File: src/rtl/airlock_controller.sv
// -----------------------------------------------------------------------------
// airlock_controller
//   Sequences a two-door airlock. Issues one-cycle toggle pulses to the outer
//   and inner doors and runs the chamber pump between vented and habitat
//   pressure. It never lets both doors open together and never opens a door
//   while the pump runs. A sticky fault state latches any interlock violation
//   seen on the door sense inputs. Only a reset clears the fault.
//
//   Optional feature macro: AIRLOCK_AUTOCLOSE_EN
//     When defined, an open door closes by itself after AUTOCLOSE_CYCLES
//     cycles without a close request.
//
// Ports
//   i_clock             system clock, all logic on posedge
//   i_reset             synchronous, active-high reset
//   i_reqOuter          request outer door open (1-cycle pulse)
//   i_reqInner          request inner door open (1-cycle pulse)
//   i_reqClose          request the open door to close (1-cycle pulse)
//   i_outerClosed       outer door closed sense
//   i_innerClosed       inner door closed sense
//   o_outerToggle       1-cycle toggle pulse to outer door
//   o_innerToggle       1-cycle toggle pulse to inner door
//   o_pressureChanging  high while the pump runs
//   o_isHighPressure    chamber is at habitat pressure
//   o_busy              high unless idle with both doors closed
//   o_fault             sticky interlock violation flag
//
// States
//   S_LOW_CLOSED   | vented, both doors shut, idle
//   S_OUT_OPENING  | outer toggled, waiting for outer door to report open
//   S_OUT_OPEN     | outer door open
//   S_OUT_CLOSING  | outer toggled, waiting for outer door to report closed
//   S_PRESSURIZE   | pump running toward habitat pressure
//   S_HIGH_CLOSED  | at habitat pressure, both doors shut, idle
//   S_IN_OPENING   | inner toggled, waiting for inner door to report open
//   S_IN_OPEN      | inner door open
//   S_IN_CLOSING   | inner toggled, waiting for inner door to report closed
//   S_DEPRESSURIZE | pump running toward vented pressure
//   S_FAULT        | interlock violated, frozen until reset
// -----------------------------------------------------------------------------
module airlock_controller #(
  parameter int PUMP_CYCLES      = 8,
  parameter int AUTOCLOSE_CYCLES = 16,
  parameter int CNT_W            = 5
) (
  input  logic i_clock,
  input  logic i_reset,
  input  logic i_reqOuter,
  input  logic i_reqInner,
  input  logic i_reqClose,
  input  logic i_outerClosed,
  input  logic i_innerClosed,
  output logic o_outerToggle,
  output logic o_innerToggle,
  output logic o_pressureChanging,
  output logic o_isHighPressure,
  output logic o_busy,
  output logic o_fault
);

  typedef enum logic [3:0] {
    S_LOW_CLOSED,
    S_OUT_OPENING,
    S_OUT_OPEN,
    S_OUT_CLOSING,
    S_PRESSURIZE,
    S_HIGH_CLOSED,
    S_IN_OPENING,
    S_IN_OPEN,
    S_IN_CLOSING,
    S_DEPRESSURIZE,
    S_FAULT
  } state_t;

  localparam logic [CNT_W-1:0] LP_PUMP_LOAD = CNT_W'(PUMP_CYCLES - 1);
`ifdef AIRLOCK_AUTOCLOSE_EN
  localparam logic [CNT_W-1:0] LP_AC_LOAD   = CNT_W'(AUTOCLOSE_CYCLES - 1);
`endif

  state_t           r_state;
  state_t           w_state_next;
  logic [CNT_W-1:0] r_cnt;
  logic [CNT_W-1:0] w_cnt_next;
  logic             r_pending;
  logic             w_pending_next;
  logic             r_high;
  logic             w_high_next;
  logic             r_first;
  logic             w_pumping;
  logic             w_closed_state;
  logic             w_fault_cond;
  logic             w_cnt_zero;

  always_ff @(posedge i_clock) begin
    if (i_reset) begin
      r_state   <= S_LOW_CLOSED;
      r_cnt     <= '0;
      r_pending <= 1'b0;
      r_high    <= 1'b0;
      r_first   <= 1'b0;
    end else begin
      r_state   <= w_state_next;
      r_cnt     <= w_cnt_next;
      r_pending <= w_pending_next;
      r_high    <= w_high_next;
      // Marks the first cycle of a state so the door toggle is a single pulse.
      r_first   <= (w_state_next != r_state);
    end
  end

  assign w_pumping      = (r_state == S_PRESSURIZE) || (r_state == S_DEPRESSURIZE);
  assign w_closed_state = (r_state == S_LOW_CLOSED) || (r_state == S_HIGH_CLOSED);
  assign w_cnt_zero     = (r_cnt == '0);
  assign w_fault_cond   = (r_state != S_FAULT) &&
                          ((!i_outerClosed && !i_innerClosed) ||
                           ((w_pumping || w_closed_state) &&
                            (!i_outerClosed || !i_innerClosed)));

  always_comb begin
    w_state_next   = r_state;
    w_cnt_next     = r_cnt;
    w_pending_next = r_pending;
    w_high_next    = r_high;
    if (w_fault_cond) begin
      w_state_next = S_FAULT;
    end else begin
      case (r_state)
        S_LOW_CLOSED: begin
          // A pending request left over from a pump takes precedence.
          if (r_pending) begin
            w_state_next   = S_OUT_OPENING;
            w_pending_next = 1'b0;
          end else if (i_reqOuter) begin
            w_state_next = S_OUT_OPENING;
          end else if (i_reqInner) begin
            w_state_next   = S_PRESSURIZE;
            w_pending_next = 1'b1;
            w_cnt_next     = LP_PUMP_LOAD;
          end
        end
        S_HIGH_CLOSED: begin
          if (r_pending) begin
            w_state_next   = S_IN_OPENING;
            w_pending_next = 1'b0;
          end else if (i_reqInner) begin
            w_state_next = S_IN_OPENING;
          end else if (i_reqOuter) begin
            w_state_next   = S_DEPRESSURIZE;
            w_pending_next = 1'b1;
            w_cnt_next     = LP_PUMP_LOAD;
          end
        end
        S_OUT_OPENING: begin
          if (!i_outerClosed) begin
            w_state_next = S_OUT_OPEN;
`ifdef AIRLOCK_AUTOCLOSE_EN
            w_cnt_next   = LP_AC_LOAD;
`endif
          end
        end
        S_OUT_OPEN: begin
`ifdef AIRLOCK_AUTOCLOSE_EN
          if (i_reqClose || w_cnt_zero) w_state_next = S_OUT_CLOSING;
          else                          w_cnt_next   = r_cnt - CNT_W'(1);
`else
          if (i_reqClose) w_state_next = S_OUT_CLOSING;
`endif
        end
        S_OUT_CLOSING: begin
          if (i_outerClosed) w_state_next = S_LOW_CLOSED;
        end
        S_IN_OPENING: begin
          if (!i_innerClosed) begin
            w_state_next = S_IN_OPEN;
`ifdef AIRLOCK_AUTOCLOSE_EN
            w_cnt_next   = LP_AC_LOAD;
`endif
          end
        end
        S_IN_OPEN: begin
`ifdef AIRLOCK_AUTOCLOSE_EN
          if (i_reqClose || w_cnt_zero) w_state_next = S_IN_CLOSING;
          else                          w_cnt_next   = r_cnt - CNT_W'(1);
`else
          if (i_reqClose) w_state_next = S_IN_CLOSING;
`endif
        end
        S_IN_CLOSING: begin
          if (i_innerClosed) w_state_next = S_HIGH_CLOSED;
        end
        S_PRESSURIZE: begin
          if (w_cnt_zero) begin
            w_state_next = S_HIGH_CLOSED;
            w_high_next  = 1'b1;
          end else begin
            w_cnt_next = r_cnt - CNT_W'(1);
          end
        end
        S_DEPRESSURIZE: begin
          if (w_cnt_zero) begin
            w_state_next = S_LOW_CLOSED;
            w_high_next  = 1'b0;
          end else begin
            w_cnt_next = r_cnt - CNT_W'(1);
          end
        end
        S_FAULT: w_state_next = S_FAULT;
        default: w_state_next = S_FAULT;
      endcase
    end
  end

  // A toggle is suppressed whenever the other door is not sensed closed or a
  // violation is being detected this cycle; pumping states never toggle.
  always_comb begin
    o_outerToggle      = r_first && !w_fault_cond && i_innerClosed &&
                         ((r_state == S_OUT_OPENING) || (r_state == S_OUT_CLOSING));
    o_innerToggle      = r_first && !w_fault_cond && i_outerClosed &&
                         ((r_state == S_IN_OPENING) || (r_state == S_IN_CLOSING));
    o_pressureChanging = w_pumping;
    o_isHighPressure   = r_high;
    o_busy             = !w_closed_state;
    o_fault            = (r_state == S_FAULT);
  end

endmodule

File: config.mk
export PLATFORM = sky130hd
export DESIGN_NAME = airlock_controller
export DESIGN_NICKNAME = d
export VERILOG_FILES = /design/src/rtl/airlock_controller.sv
export SDC_FILE = /design/constraint.sdc
export NUM_CORES = 1
export LEC_CHECK = 0
export CAP_MARGIN = 0
export CORE_UTILIZATION = 45
export DETAILED_ROUTE_END_ITERATION = 10
export GPL_TIMING_DRIVEN = 0
export HOLD_SLACK_MARGIN = 0.05
export PLACE_DENSITY = 0.66
export SLEW_MARGIN = 20
export SYNTH_ARGS = -nofsm -noshare
export SYNTH_HDL_FRONTEND = slang
export SYNTH_SLANG_ARGS = --single-unit
File: constraint.sdc
create_clock -name i_clock -period 3.8 [get_ports i_clock]
set_input_delay 0.76 -clock i_clock [delete_from_list [all_inputs] [get_ports i_clock]]
set_output_delay 0.76 -clock i_clock [all_outputs]
set_load 0.1 [all_outputs]
* Yosys cells after proc, flatten, opt, wreduce, memory -nomap -nowiden
Cells that the tools add are included.
Cells by class: add/sub/neg operators 1, equal/unequal tests 21, mux-type cells 34, bitwise logic cells 1, reductions and logical operators 28
Operator list (count):
- $mux 4 | 15
- $pmux 4 s10 | 1
- $mux 5 | 7
- $ne 2x2->1 const B | 9
- $eq 4x3->1 const B | 4
- $pmux 5 s3 | 1
- $eq 4x4->1 const B | 3
- $reduce_and 9->1 | 1
- $eq 4x2->1 const B | 2
- $logic_and 1x1->1 | 8
- $mux 1 | 8
- $logic_or 1x1->1 | 7
- $logic_not 5->1 | 1
- $sub 5x1->5 const B | 1
- $eq 4x1->1 const B | 1
- $logic_not 1->1 | 4
- $logic_not 4->1 | 1
- $ne 4x4->1 | 1
- $ne 4x4->1 const B | 1
- $pmux 1 s2 | 2
- $reduce_and 4->1 | 1
- $reduce_bool 2->1 | 2
- $reduce_bool 3->1 | 1
- $reduce_and 2->1 | 1
- 2 further kinds | 2
Storage, ports and cells: register bits 12, output and inout port bits 6

* Longest topological paths before layout
Gate-level depths: netlist of run 1.
depth in word-level cells 10, mapped depth 8, depth with buffers taken out 8

* Least setup slack after synthesis of run 1
OpenSTA, ideal clock, no wires.
path type input-to-output, start in i_innerClosed, end out o_innerToggle, data arrival time 4.574 ns, data required time 3.040 ns, setup slack -1.534 ns, stages on the path 7, path buffers 1, path through clkbuf_1 nand2_1 o21ai_0 inv_1 nand2_1 nand2_1 nor4b_1
On the way: word-level cells in the longest chain between the ends 9, elaborated cells between the ends (all ways) 10
Ends and longest elaborated chain:
- from (decl) | RTL line 52 | input logic i_innerClosed,
- $logic_not 1->1 (*)
- $logic_or 1x1->1 | RTL line 117 | (!i_outerClosed || !i_innerClosed)));
- $logic_and 1x1->1 | RTL line 116 | ((w_pumping || w_closed_state) &&
- $logic_or 1x1->1 (*) | RTL line 115 | ((!i_outerClosed && !i_innerClosed) ||
- $logic_and 1x1->1 (*) | RTL line 114 | assign w_fault_cond = (r_state != S_FAULT) &&
- $logic_not 1->1 (*) | RTL line 218 | o_innerToggle = r_first && !w_fault_cond && i_outerClosed &&
- $logic_and 1x1->1 (*) (3 in a row) | RTL line 218
- to (decl) | RTL line 54 | output logic o_innerToggle,
Every way passes the cells marked *; elsewhere a longest branch is shown, timed or not.

* Worst setup path in the final report of run 1
start in i_outerClosed, end out o_innerToggle
On the way: word-level cells in the longest chain between the ends 9, elaborated cells between the ends (all ways) 10
Ends and longest elaborated chain:
- from (decl) | RTL line 51 | input logic i_outerClosed,
- $logic_not 1->1
- $logic_or 1x1->1 | RTL line 117
- $logic_and 1x1->1 | RTL line 116
- $logic_or 1x1->1 | RTL line 115
- $logic_and 1x1->1 | RTL line 114
- $logic_not 1->1 | RTL line 218
- $logic_and 1x1->1 | RTL line 218
- $logic_and 1x1->1 (*) (2 in a row) | RTL line 218
Marks and branches as above.

==> results.py, run 1 <==
metrics = {
    "status": {
        "outcome": "completed",
    },
    "timing": {
        "number_of_hold_violations_in_the_final_report": 0,
        "finalWorstPathRequiredPeriod_ps": 3600,
        "relSlewSlack_pct": 35.5,
        "maxClockFrequency_ghz": 0.277,
        "hold_slack_ps": 504,
        "final.period_utilization_pct": 94.9,
        "setup-tns-final_ps": 0,
        "slew_violations": 0,
        "final-setup-viol-count": 0,
        "clock-skew-final_ps": 6.73,
        "max_slew.worst_pin.slew_ps": 965,
        "rsz0062_at_grt": "no",
    },
    "drt": {
        "wirelength_um": 2830,
        "vias": 1124,
        "wl_per_cell_um": 15.5,
        "number_of_nets_with_antenna_violations_after_detailed_routing": 0,
        "drcViolationCount": 0,
        "detailedRoute.firstIterationViolations": 36,
        "detailedRoute.firstPassIterationCount": 4,
        "drt-vias-per-instance": 6.14,
    },
    "final_layout": {
        "final_core_utilization_pct": 57.8,
        "post_route_cells_drive_above_1_share_pct": 15.5,
        "area_overhead_vs_synth_pct": 16.6,
        "insertedDiodeCount": 0,
        "nFillCells": 217,
        "design.final.nets": 165,
        "final_cells": 183,
    },
    "placement": {
        "post-place-cells": 179,
        "dp_hpwl_um": 2140,
        "placement.io_buffers": 10,
        "gpl.final_weighted_congestion": 0.944,
    },
    "power": {
        "intPower_uw": 331,
        "report.power.total_uw": 632,
        "power.clock.fraction_pct": 16.4,
        "seqPwrFrac_pct": 25.2,
        "power.net_switching_uw": 300,
        "combPwrFrac_pct": 58.4,
        "powerDensity_nw_per_um2": 480,
        "vdd.ir_drop.worst_uv": 287,
        "power_leakage_uw": 0.000469,
        "swShare_pct": 47.6,
    },
    "clock_tree": {
        "clock-root-buffer": "sky130_fd_sc_hd__clkbuf_4",
        "cts.sink_count": 12,
        "clock_path_buffers": 2,
        "tritoncts": "done",
        "cts.clk_slew.worst_paths_ps": 70,
        "hold_buf_count_cts": 0,
        "htreeDepth": 1,
        "clock_latency_on_the_worst_skew_pair_ps": 280,
        "buffers_inserted_during_post_cts_setup_optimization": 0,
        "cts_buffers": 3,
    },
    "die": {
        "floorplan.die.width_um": 52.1,
        "number_of_core_rows": 17,
        "die_area_um2": 2710,
        "dieHeight_um": 52.1,
        "start_util_pct": 49.5,
        "design.portCount": 13,
        "core_area_um2": 2280,
    },
    "worst_setup_path": {
        "required_ps": 3040,
        "timing_worst_setup_path_type": "in -> out",
        "endpoint_kind": "primary output",
        "worstPathMaxFanout": 9,
        "cp_data_arrival_time_ps": 2840,
        "crit_path_start_kind": "input port",
    },
    "yosys": {
        "yosysWarnings": 0,
        "synth_ff_type": "sky130_fd_sc_hd__dfxtp_1",
        "synth_area_um2": 1130,
        "synth.yosys.seq_area_share_pct": 21.3,
        "postSynthNetCount": 150,
        "async_reset_ff_share_pct": 0,
        "yosys.cell_types.count": 53,
        "avgSynthCellArea_um2": 8.00,
        "cells_after_synthesis": 141,
        "synth_seq_cells": 12,
        "synth-edff-count": 0,
    },
    "min_path": {
        "holdCritPathClass": "reg -> reg",
    },
    "global_routing": {
        "globalRouteOverflowTotal": 0,
        "grt_pass1_vias": 977,
        "globalRouteTotalUtil_pct": 24.2,
        "global_route_wire_length_before_repair_um": 4760,
        "grt_antenna_before_repair": 0,
        "grt_max_degree": 11,
    },
    "job": {
        "max_cap_violations": 0,
    },
}
-- registers in the layout, indices dropped and copies added, names as in the netlist --
name,count
o_isHighPressure,1
r_cnt,5
r_first,1
r_pending,1
r_state,4
-- worst max-delay path: stages --
cell	delay, ps
sky130_fd_sc_hd__buf_1	360
sky130_fd_sc_hd__nand2_1	260
sky130_fd_sc_hd__o21ai_0	140
sky130_fd_sc_hd__inv_1	80
sky130_fd_sc_hd__nand2_1	60
sky130_fd_sc_hd__nand2_1	100
sky130_fd_sc_hd__nor4b_4	200
sky130_fd_sc_hd__dlygate4sd2_1	880
-- synth_stat cells, types with 3 or more instances --
library cell | instances | area (µm²)
sky130_fd_sc_hd__a21oi_1 | 8 | 40.0
sky130_fd_sc_hd__a311oi_1 | 3 | 26.3
sky130_fd_sc_hd__a32oi_1 | 3 | 26.3
sky130_fd_sc_hd__buf_2 | 4 | 20.0
sky130_fd_sc_hd__buf_4 | 3 | 22.5
sky130_fd_sc_hd__dfxtp_1 | 12 | 240
sky130_fd_sc_hd__inv_1 | 5 | 18.8
sky130_fd_sc_hd__nand2_1 | 12 | 45.0
sky130_fd_sc_hd__nand2b_1 | 3 | 18.8
sky130_fd_sc_hd__nor2_1 | 17 | 63.8
sky130_fd_sc_hd__nor3_1 | 3 | 15.0
sky130_fd_sc_hd__nor3b_1 | 5 | 37.5
sky130_fd_sc_hd__nor4b_1 | 3 | 26.3
sky130_fd_sc_hd__o21ai_0 | 9 | 45.0
sky130_fd_sc_hd__xnor2_1 | 3 | 26.3
-- through the flow --
| step | area [µm²] | worst slack [ps] |
|---|---|---|
| after floorplan | 1140 | 248 |
| after global placement | 1280 | -39.9 |
| after detailed placement | 1280 | -80.6 |
| after CTS | 1310 | 66.0 |
| after global routing | 1320 | 95.6 |
| final | 1320 | 195 |
-- layout by cell type (no fill, tap or decap), types with 2 or more instances in the layout --
cell type,netlist,layout
sky130_fd_sc_hd__nor2_1,17,17
sky130_fd_sc_hd__nand2_1,12,12
sky130_fd_sc_hd__dfxtp_1,12,12
sky130_fd_sc_hd__o21ai_0,9,9
sky130_fd_sc_hd__a21oi_1,8,8
sky130_fd_sc_hd__clkdlybuf4s50_1,0,8
sky130_fd_sc_hd__inv_1,5,5
sky130_fd_sc_hd__nor3b_1,5,5
sky130_fd_sc_hd__buf_2,4,4
sky130_fd_sc_hd__buf_4,3,3
sky130_fd_sc_hd__nand2b_1,3,3
sky130_fd_sc_hd__xnor2_1,3,3
sky130_fd_sc_hd__a32oi_1,3,3
sky130_fd_sc_hd__nor3_1,3,3
sky130_fd_sc_hd__a311oi_1,3,3
sky130_fd_sc_hd__clkbuf_4,0,3
sky130_fd_sc_hd__clkbuf_1,2,2
sky130_fd_sc_hd__nor2b_1,2,2
sky130_fd_sc_hd__nor4b_4,1,2
sky130_fd_sc_hd__nor4b_1,3,2
sky130_fd_sc_hd__a21o_1,2,2
sky130_fd_sc_hd__nand3_1,2,2
sky130_fd_sc_hd__nand4bb_1,2,2
sky130_fd_sc_hd__a211oi_1,2,2
sky130_fd_sc_hd__nor4bb_1,2,2
sky130_fd_sc_hd__o21a_1,2,2
sky130_fd_sc_hd__mux2i_1,2,2
sky130_fd_sc_hd__ha_1,2,2
-- area by class of cell --
type                       instances  area (µm²)  share of cell area [%]
multi-input combinational        113         825                    62.7
sequential                        12         240                    18.3
tap                               28        35.0                    2.66
timing repair buffer              10         101                    7.71
buffer                            11        58.8                    4.47
inverter                           5        18.8                    1.43
clock buffer                       4        36.3                    2.76
-- path summary, 6_finish.rpt --
| path | startpoint | end | slack (ps) | depth (start not counted) |
|---|---|---|---|---|
| setup / recovery | i_outerClosed | o_innerToggle | 200 | 8 |
| setup reg to reg | r_state[0]$_SDFF_PP0_ | r_cnt[4]$_SDFFE_PP0P_ | 1670 | 5 |
| hold reg to reg | r_cnt[0]$_SDFFE_PP0P_ | r_cnt[0]$_SDFFE_PP0P_ | 500 | 2 |
| hold / removal | r_cnt[0]$_SDFFE_PP0P_ | r_cnt[0]$_SDFFE_PP0P_ | 500 | 2 |
-- per-layer routing --
layer | up-vias | track usage, % | share of wire (%)
met4 | 0 | 8.11 | 0.46
met5 | - | 0 | 0
li1 | 550 | - | -
met2 | 35 | 32.1 | 42
met3 | 2 | 5.85 | 4.6
met1 | 537 | 37.1 | 52
-- timing repair --
action / 4_1_cts / 5_1_grt
gates resized for setup: 1 / 1
endpoints found under the setup margin: 1 / 1
cloned: 0 / 0
-- cell families after synthesis --
logic type	synth area share, %
fa+ha+maj	2.22
simple gates	35.6
mux	1.78
xor+xnor	3.11
compound gates	29.1
flops	21.3
buf+inv	6.88
-- power groups by stage --
stage          Sequential, µW  Combinational (µW)  Clock (µW)
6_report                  159                 369         104
5_1_grt                   161                 397         113
4_1_cts                   159                 365         105
3_5_place_dp              161                 364           0
3_3_place_gp              161                 363           0
2_1_floorplan             162                 289           0
Power figures use the tool's default switching activity.
==> run 2: changes to the inputs <==
CTS_BUF_LIST = sky130_fd_sc_hd__clkbuf_8   (was default)
SLEW_MARGIN = default   (was 20)
==> run 2 against run 1 <==
Net effect: cell area grew 1.4%; global-route usage fell by 0.31 points; routed wire length decreased by 0.18%; power rose by 6.1%; clock-buffer cell count is the same; hold slack worse by 4.4 ps; sequential share of layout area decreased by 0.26 points; worst setup slack gained 1.7 ps; via count stayed put; critical path type unchanged; critical endpoint unchanged; largest cell class unchanged; largest power group unchanged.
==> results.py, run 2 (synthesized netlist as in run 1, its figures left out) <==
metrics = {
    "timing": {
        "rsz0062_at_grt": "no",
        "number_of_hold_violations_in_the_final_report": 0,
        "clock-skew-final_ps": 9.10,
        "relSlewSlack_pct": 35.5,
        "finalWorstPathRequiredPeriod_ps": 3600,
        "final_setup_margin_ps": 197,
        "max_slew.worst_pin.slew_ps": 965,
        "hold_slack_ps": 499,
        "final-setup-viol-count": 0,
        "maxClockFrequency_ghz": 0.278,
        "slew_violations": 0,
        "final.period_utilization_pct": 94.8,
    },
    "final_layout": {
        "post_route_cells_drive_above_1_share_pct": 15.5,
        "registers.top_by_ff_count": "r_cnt",
        "largest_register_ff_count": 5,
        "layout_commonest_cell": "sky130_fd_sc_hd__nor2_1",
        "design.final.nets": 165,
        "mostFrequentLayoutCells": "sky130_fd_sc_hd__nor2_1 (17), sky130_fd_sc_hd__nand2_1 (12), sky130_fd_sc_hd__dfxtp_1 (12)",
        "area_overhead_vs_synth_pct": 18.3,
        "reg_top3": "r_cnt: 5 flops, r_state: 4 flops",
        "insertedDiodeCount": 0,
    },
    "min_path": {
        "holdCritPathClass": "reg -> reg",
    },
    "drt": {
        "wl_per_cell_um": 15.5,
        "drt-vias-per-instance": 6.14,
        "detailedRoute.firstPassIterationCount": 4,
        "number_of_nets_with_antenna_violations_after_detailed_routing": 0,
        "vias": 1124,
        "detailedRoute.firstIterationViolations": 35,
        "wirelength_um": 2830,
        "drcViolationCount": 0,
    },
    "die": {
        "die_area_um2": 2710,
        "start_util_pct": 49.5,
        "core_area_um2": 2280,
        "dieHeight_um": 52.1,
        "floorplan.die.width_um": 52.1,
        "number_of_core_rows": 17,
        "design.portCount": 13,
    },
    "clock_tree": {
        "clock-root-buffer": "sky130_fd_sc_hd__clkbuf_8",
        "clock_latency_on_the_worst_skew_pair_ps": 250,
        "htreeDepth": 1,
        "post_cts.resized_instances": 1,
        "clock_path_buffers": 2,
        "cts_buffers": 3,
        "tritoncts": "done",
        "buffers_inserted_during_post_cts_setup_optimization": 0,
        "hold_buf_count_cts": 0,
        "cts.sink_count": 12,
        "cts.clk_slew.worst_paths_ps": 50,
    },
    "global_routing": {
        "grt_antenna_before_repair": 0,
        "global_route_wire_length_before_repair_um": 4760,
        "globalRouteOverflowTotal": 0,
        "grt_max_degree": 11,
        "globalRouteTotalUtil_pct": 23.9,
        "grt_pass1_vias": 978,
    },
    "worst_setup_path": {
        "cp_data_arrival_time_ps": 2840,
        "timing_worst_setup_path_type": "in -> out",
        "required_ps": 3040,
        "worstPathMaxFanout": 9,
        "endpoint_kind": "primary output",
        "crit_path_start_kind": "input port",
    },
    "power": {
        "power_leakage_uw": 0.000477,
        "vdd.ir_drop.worst_uv": 366,
        "powerDensity_nw_per_um2": 503,
    },
    "status": {
        "outcome": "completed",
    },
    "placement": {
        "gpl.final_weighted_congestion": 0.944,
        "placement.io_buffers": 10,
        "dp_hpwl_um": 2140,
        "dp_worst_setup_slack_ps": -80.6,
    },
    "job": {
        "max_cap_violations": 0,
    },
}
==> run 2: layout make-up <==
| class | count | area [µm²] |
|---|---|---|
| Fill cell | 212 | 942 |
| Multi-Input combinational cell | 113 | 825 |
| Sequential cell | 12 | 240 |
| Timing Repair Buffer | 10 | 101 |
| Buffer | 11 | 58.8 |
| Clock buffer | 4 | 55.1 |
| Tap cell | 28 | 35.0 |
| Inverter | 5 | 18.8 |
==> run 2: worst max-delay path, stage by stage <==
cell and delay, ps:
sky130_fd_sc_hd__buf_1 360, sky130_fd_sc_hd__nand2_1 260, sky130_fd_sc_hd__o21ai_0 140, sky130_fd_sc_hd__inv_1 80, sky130_fd_sc_hd__nand2_1 70, sky130_fd_sc_hd__nand2_1 100, sky130_fd_sc_hd__nor4b_4 200, sky130_fd_sc_hd__dlygate4sd2_1 880
==> run 2: report_power, final <==
group	total, µW	leakage [µW]	switching (µW)	internal, µW
Combinational	370	0.000350	239	130
Sequential	159	0.0000981	16.1	143
Clock	142	0.0000288	50.4	91.6
==> run 2: stage by stage <==
step	utilization (%)	TNS, ps	cells	total power, µW	area (µm²)
2_1_floorplan	-	0	141	451	1140
3_3_place_gp	56.1	-39.9	179	524	1280
3_5_place_dp	56.1	-80.6	179	526	1280
4_1_cts	58.5	0	183	666	1330
5_1_grt	58.6	0	183	709	1330
6_report	58.6	0	183	671	1330
==> run 2: per-layer routing <==
metal	share of wire, %	GRT usage [%]	vias to the layer above	wire length, µm
li1	-	-	553	-
met1	51	37.1	521	1450
met4	0.81	6.76	0	23
met5	0	0	-	0
met3	6.1	4.97	4	173
met2	42	32.3	46	1180
==> run 2: final timing paths <==
path	from	endpoint	slack, ps	cells after the start
setup reg to reg	r_cnt[0]$_SDFFE_PP0P_	r_first$_SDFF_PP0_	1670	8
hold / removal	r_cnt[0]$_SDFFE_PP0P_	r_cnt[0]$_SDFFE_PP0P_	500	2
hold reg to reg	r_cnt[0]$_SDFFE_PP0P_	r_cnt[0]$_SDFFE_PP0P_	500	2
setup / recovery	i_outerClosed	o_innerToggle	200	8
==> run 3: changes to the inputs <==
PLACE_DENSITY = 0.67   (was 0.66)
SETUP_SLACK_MARGIN = 0.05   (was default)
clock period = 3.15 ns   (was 3.8 ns; I/O delays follow)
==> run 3 against run 2 <==
Net effect: register-to-register slack got worse by 690 ps; first-iteration DRC count is 17% higher; worst setup slack got worse by 47 ps; via count up 3.1%; sequential power grew 21%; global-route usage decreased by 0.33 points; clock-buffer cell count stayed put; cell area fell by 0.19%; core utilization down 0.11 points; non-clock buffer count stayed put; routed wire length grew 0.25%; critical path type is now reg -> out; largest cell class unchanged; highest routed layer unchanged.
==> results.py, run 3 (synthesized netlist as in run 1, its figures left out) <==
metrics = {
    "final_layout": {
        "area_overhead_vs_synth_pct": 18.1,
        "post_route_cells_drive_above_1_share_pct": 17.4,
        "largest_register_ff_count": 5,
        "reg_top3": "r_cnt: 5 flops, r_state: 4 flops",
        "registers.top_by_ff_count": "r_cnt",
        "design.final.nets": 165,
        "nFillCells": 211,
        "mostFrequentLayoutCells": "sky130_fd_sc_hd__nor2_1 (16), sky130_fd_sc_hd__nand2_1 (12), sky130_fd_sc_hd__dfxtp_1 (12)",
        "layout_commonest_cell": "sky130_fd_sc_hd__nor2_1",
        "final_cells": 183,
        "final_cell_area_um2": 1330,
        "insertedDiodeCount": 0,
    },
    "drt": {
        "drt-vias-per-instance": 6.33,
        "detailedRoute.firstPassIterationCount": 4,
        "vias": 1159,
        "drcViolationCount": 0,
        "number_of_nets_with_antenna_violations_after_detailed_routing": 0,
        "detailedRoute.firstIterationViolations": 41,
        "wirelength_um": 2840,
        "wl_per_cell_um": 15.5,
    },
    "global_routing": {
        "grt_max_degree": 11,
        "grt_pass1_vias": 1037,
        "globalRouteOverflowTotal": 0,
        "grt_antenna_before_repair": 0,
        "globalRouteTotalUtil_pct": 23.6,
        "global_route_wire_length_before_repair_um": 4800,
    },
    "die": {
        "number_of_core_rows": 17,
        "floorplan.die.width_um": 52.1,
        "die_area_um2": 2710,
        "core_area_um2": 2280,
        "design.portCount": 13,
        "start_util_pct": 49.5,
        "dieHeight_um": 52.1,
    },
    "worst_setup_path": {
        "cp_slowest_cell": "sky130_fd_sc_hd__o32ai_2",
        "required_ps": 2520,
        "timing_worst_setup_path_type": "reg -> out",
        "endpoint_kind": "primary output",
        "cp_num_buf_inv": 1,
        "crit_path_start_kind": "register",
        "worst_path_most_repeated_cell": "sky130_fd_sc_hd__nand2_1",
        "worstPathMaxFanout": 7,
        "cp_data_arrival_time_ps": 2370,
        "critical_path.max_stage_delay_ps": 540,
        "timing.critical_path.max_delay_family": "simple AND/OR/NAND/NOR gates",
        "crit_path_cell_trace": "and2b_1 -> nor2_1 -> o32ai_2 -> nand2_1 -> nand2_1 -> nor2_2 -> clkdlybuf4s15_2",
    },
    "clock_tree": {
        "clock-root-buffer": "sky130_fd_sc_hd__clkbuf_8",
        "clock_latency_on_the_worst_skew_pair_ps": 240,
        "htreeDepth": 1,
        "clock_path_buffers": 2,
        "cts.sink_count": 12,
        "hold_buf_count_cts": 0,
        "cts_buffers": 3,
        "cts.clk_slew.worst_paths_ps": 50,
        "tritoncts": "done",
    },
    "timing": {
        "maxClockFrequency_ghz": 0.333,
        "clock-skew-final_ps": 5.91,
        "relSlewSlack_pct": 35.5,
        "final-setup-viol-count": 0,
        "max_slew.worst_pin.slew_ps": 964,
        "final.period_utilization_pct": 95.3,
        "number_of_hold_violations_in_the_final_report": 0,
        "finalWorstPathRequiredPeriod_ps": 3000,
        "rsz0062_at_grt": "yes",
        "slew_violations": 0,
    },
    "power": {
        "powerDensity_nw_per_um2": 601,
        "report.power.total_uw": 800,
        "power.net_switching_uw": 365,
        "vdd.ir_drop.worst_uv": 439,
        "seqPwrFrac_pct": 24.1,
        "power.clock.fraction_pct": 21.0,
        "intPower_uw": 435,
        "swShare_pct": 45.6,
        "power_leakage_uw": 0.000478,
        "combPwrFrac_pct": 54.9,
    },
    "placement": {
        "post-place-cells": 179,
        "placement.io_buffers": 10,
        "dp_hpwl_um": 2120,
        "placedInstanceArea_um2": 1280,
        "gpl.final_weighted_congestion": 0.896,
    },
    "min_path": {
        "holdCritPathClass": "reg -> reg",
    },
    "job": {
        "max_cap_violations": 0,
    },
    "status": {
        "outcome": "completed",
    },
}
[run 3: final timing paths]
kind,from,end,slack (ps),cells past startpoint
min,r_cnt[0]$_SDFFE_PP0P_,r_cnt[0]$_SDFFE_PP0P_,490,2
min reg2reg,r_cnt[0]$_SDFFE_PP0P_,r_cnt[0]$_SDFFE_PP0P_,490,2
max,r_state[0]$_SDFF_PP0_,o_outerToggle,150,7
max reg2reg,r_state[2]$_SDFF_PP0_,r_cnt[2]$_SDFFE_PP0P_,980,7
[run 3: metal layers]
metal,wire length [µm],vias to the layer above,part of all wire (%),track usage [%]
met1,1300,541,46,34.4
li1,-,554,-,-
met2,1230,56,43,34.8
met5,0,-,0,0
met3,259,8,9.1,5.56
met4,44,0,1.6,4.50
[run 3: metrics by stage]
step	setup slack [ps]	TNS, ps	util, %	hold slack, ps
finish	149	0	58.5	487
CTS	71.8	0	58.7	485
global placement	-432	-735	56.2	473
floorplan	70.1	0	-	459
detailed placement	-480	-808	56.2	477
global route	43.7	0	58.5	534
[run 3: power groups by stage]
stage                     logic, µW  registers, µW  clock network (µW)
after CTS                       436            192                 171
after global placement          438            194                   0
final                           439            193                 168
after detailed placement        439            195                   0
after global routing            474            195                 178
after floorplan                 349            196                   0
[run 3: final cells by class]
type,count,area (µm²),share of cell area (%)
Tap cell,28,35.0,2.63
Inverter,5,18.8,1.41
Clock buffer,4,55.1,4.14
Sequential cell,12,240,18.0
Multi-Input combinational cell,113,827,62.1
Buffer,11,58.8,4.42
Timing Repair Buffer,10,96.3,7.24
[run 3: timing repair]
| action | 4_1_cts | 5_1_grt |
|---|---|---|
| setup endpoints to repair | 4 | 3 |
| buffers inserted | 0 | 0 |
| gates resized for setup | 8 | 3 |
[run 3: worst register-to-register path: cells and delay by family, from the launching register on]
family	cells	cell delay, ps
AOI/OAI and AO/OA	5	1050
and+or+nand+nor	1	540
DFF	1	320
buffers and inverters	1	180
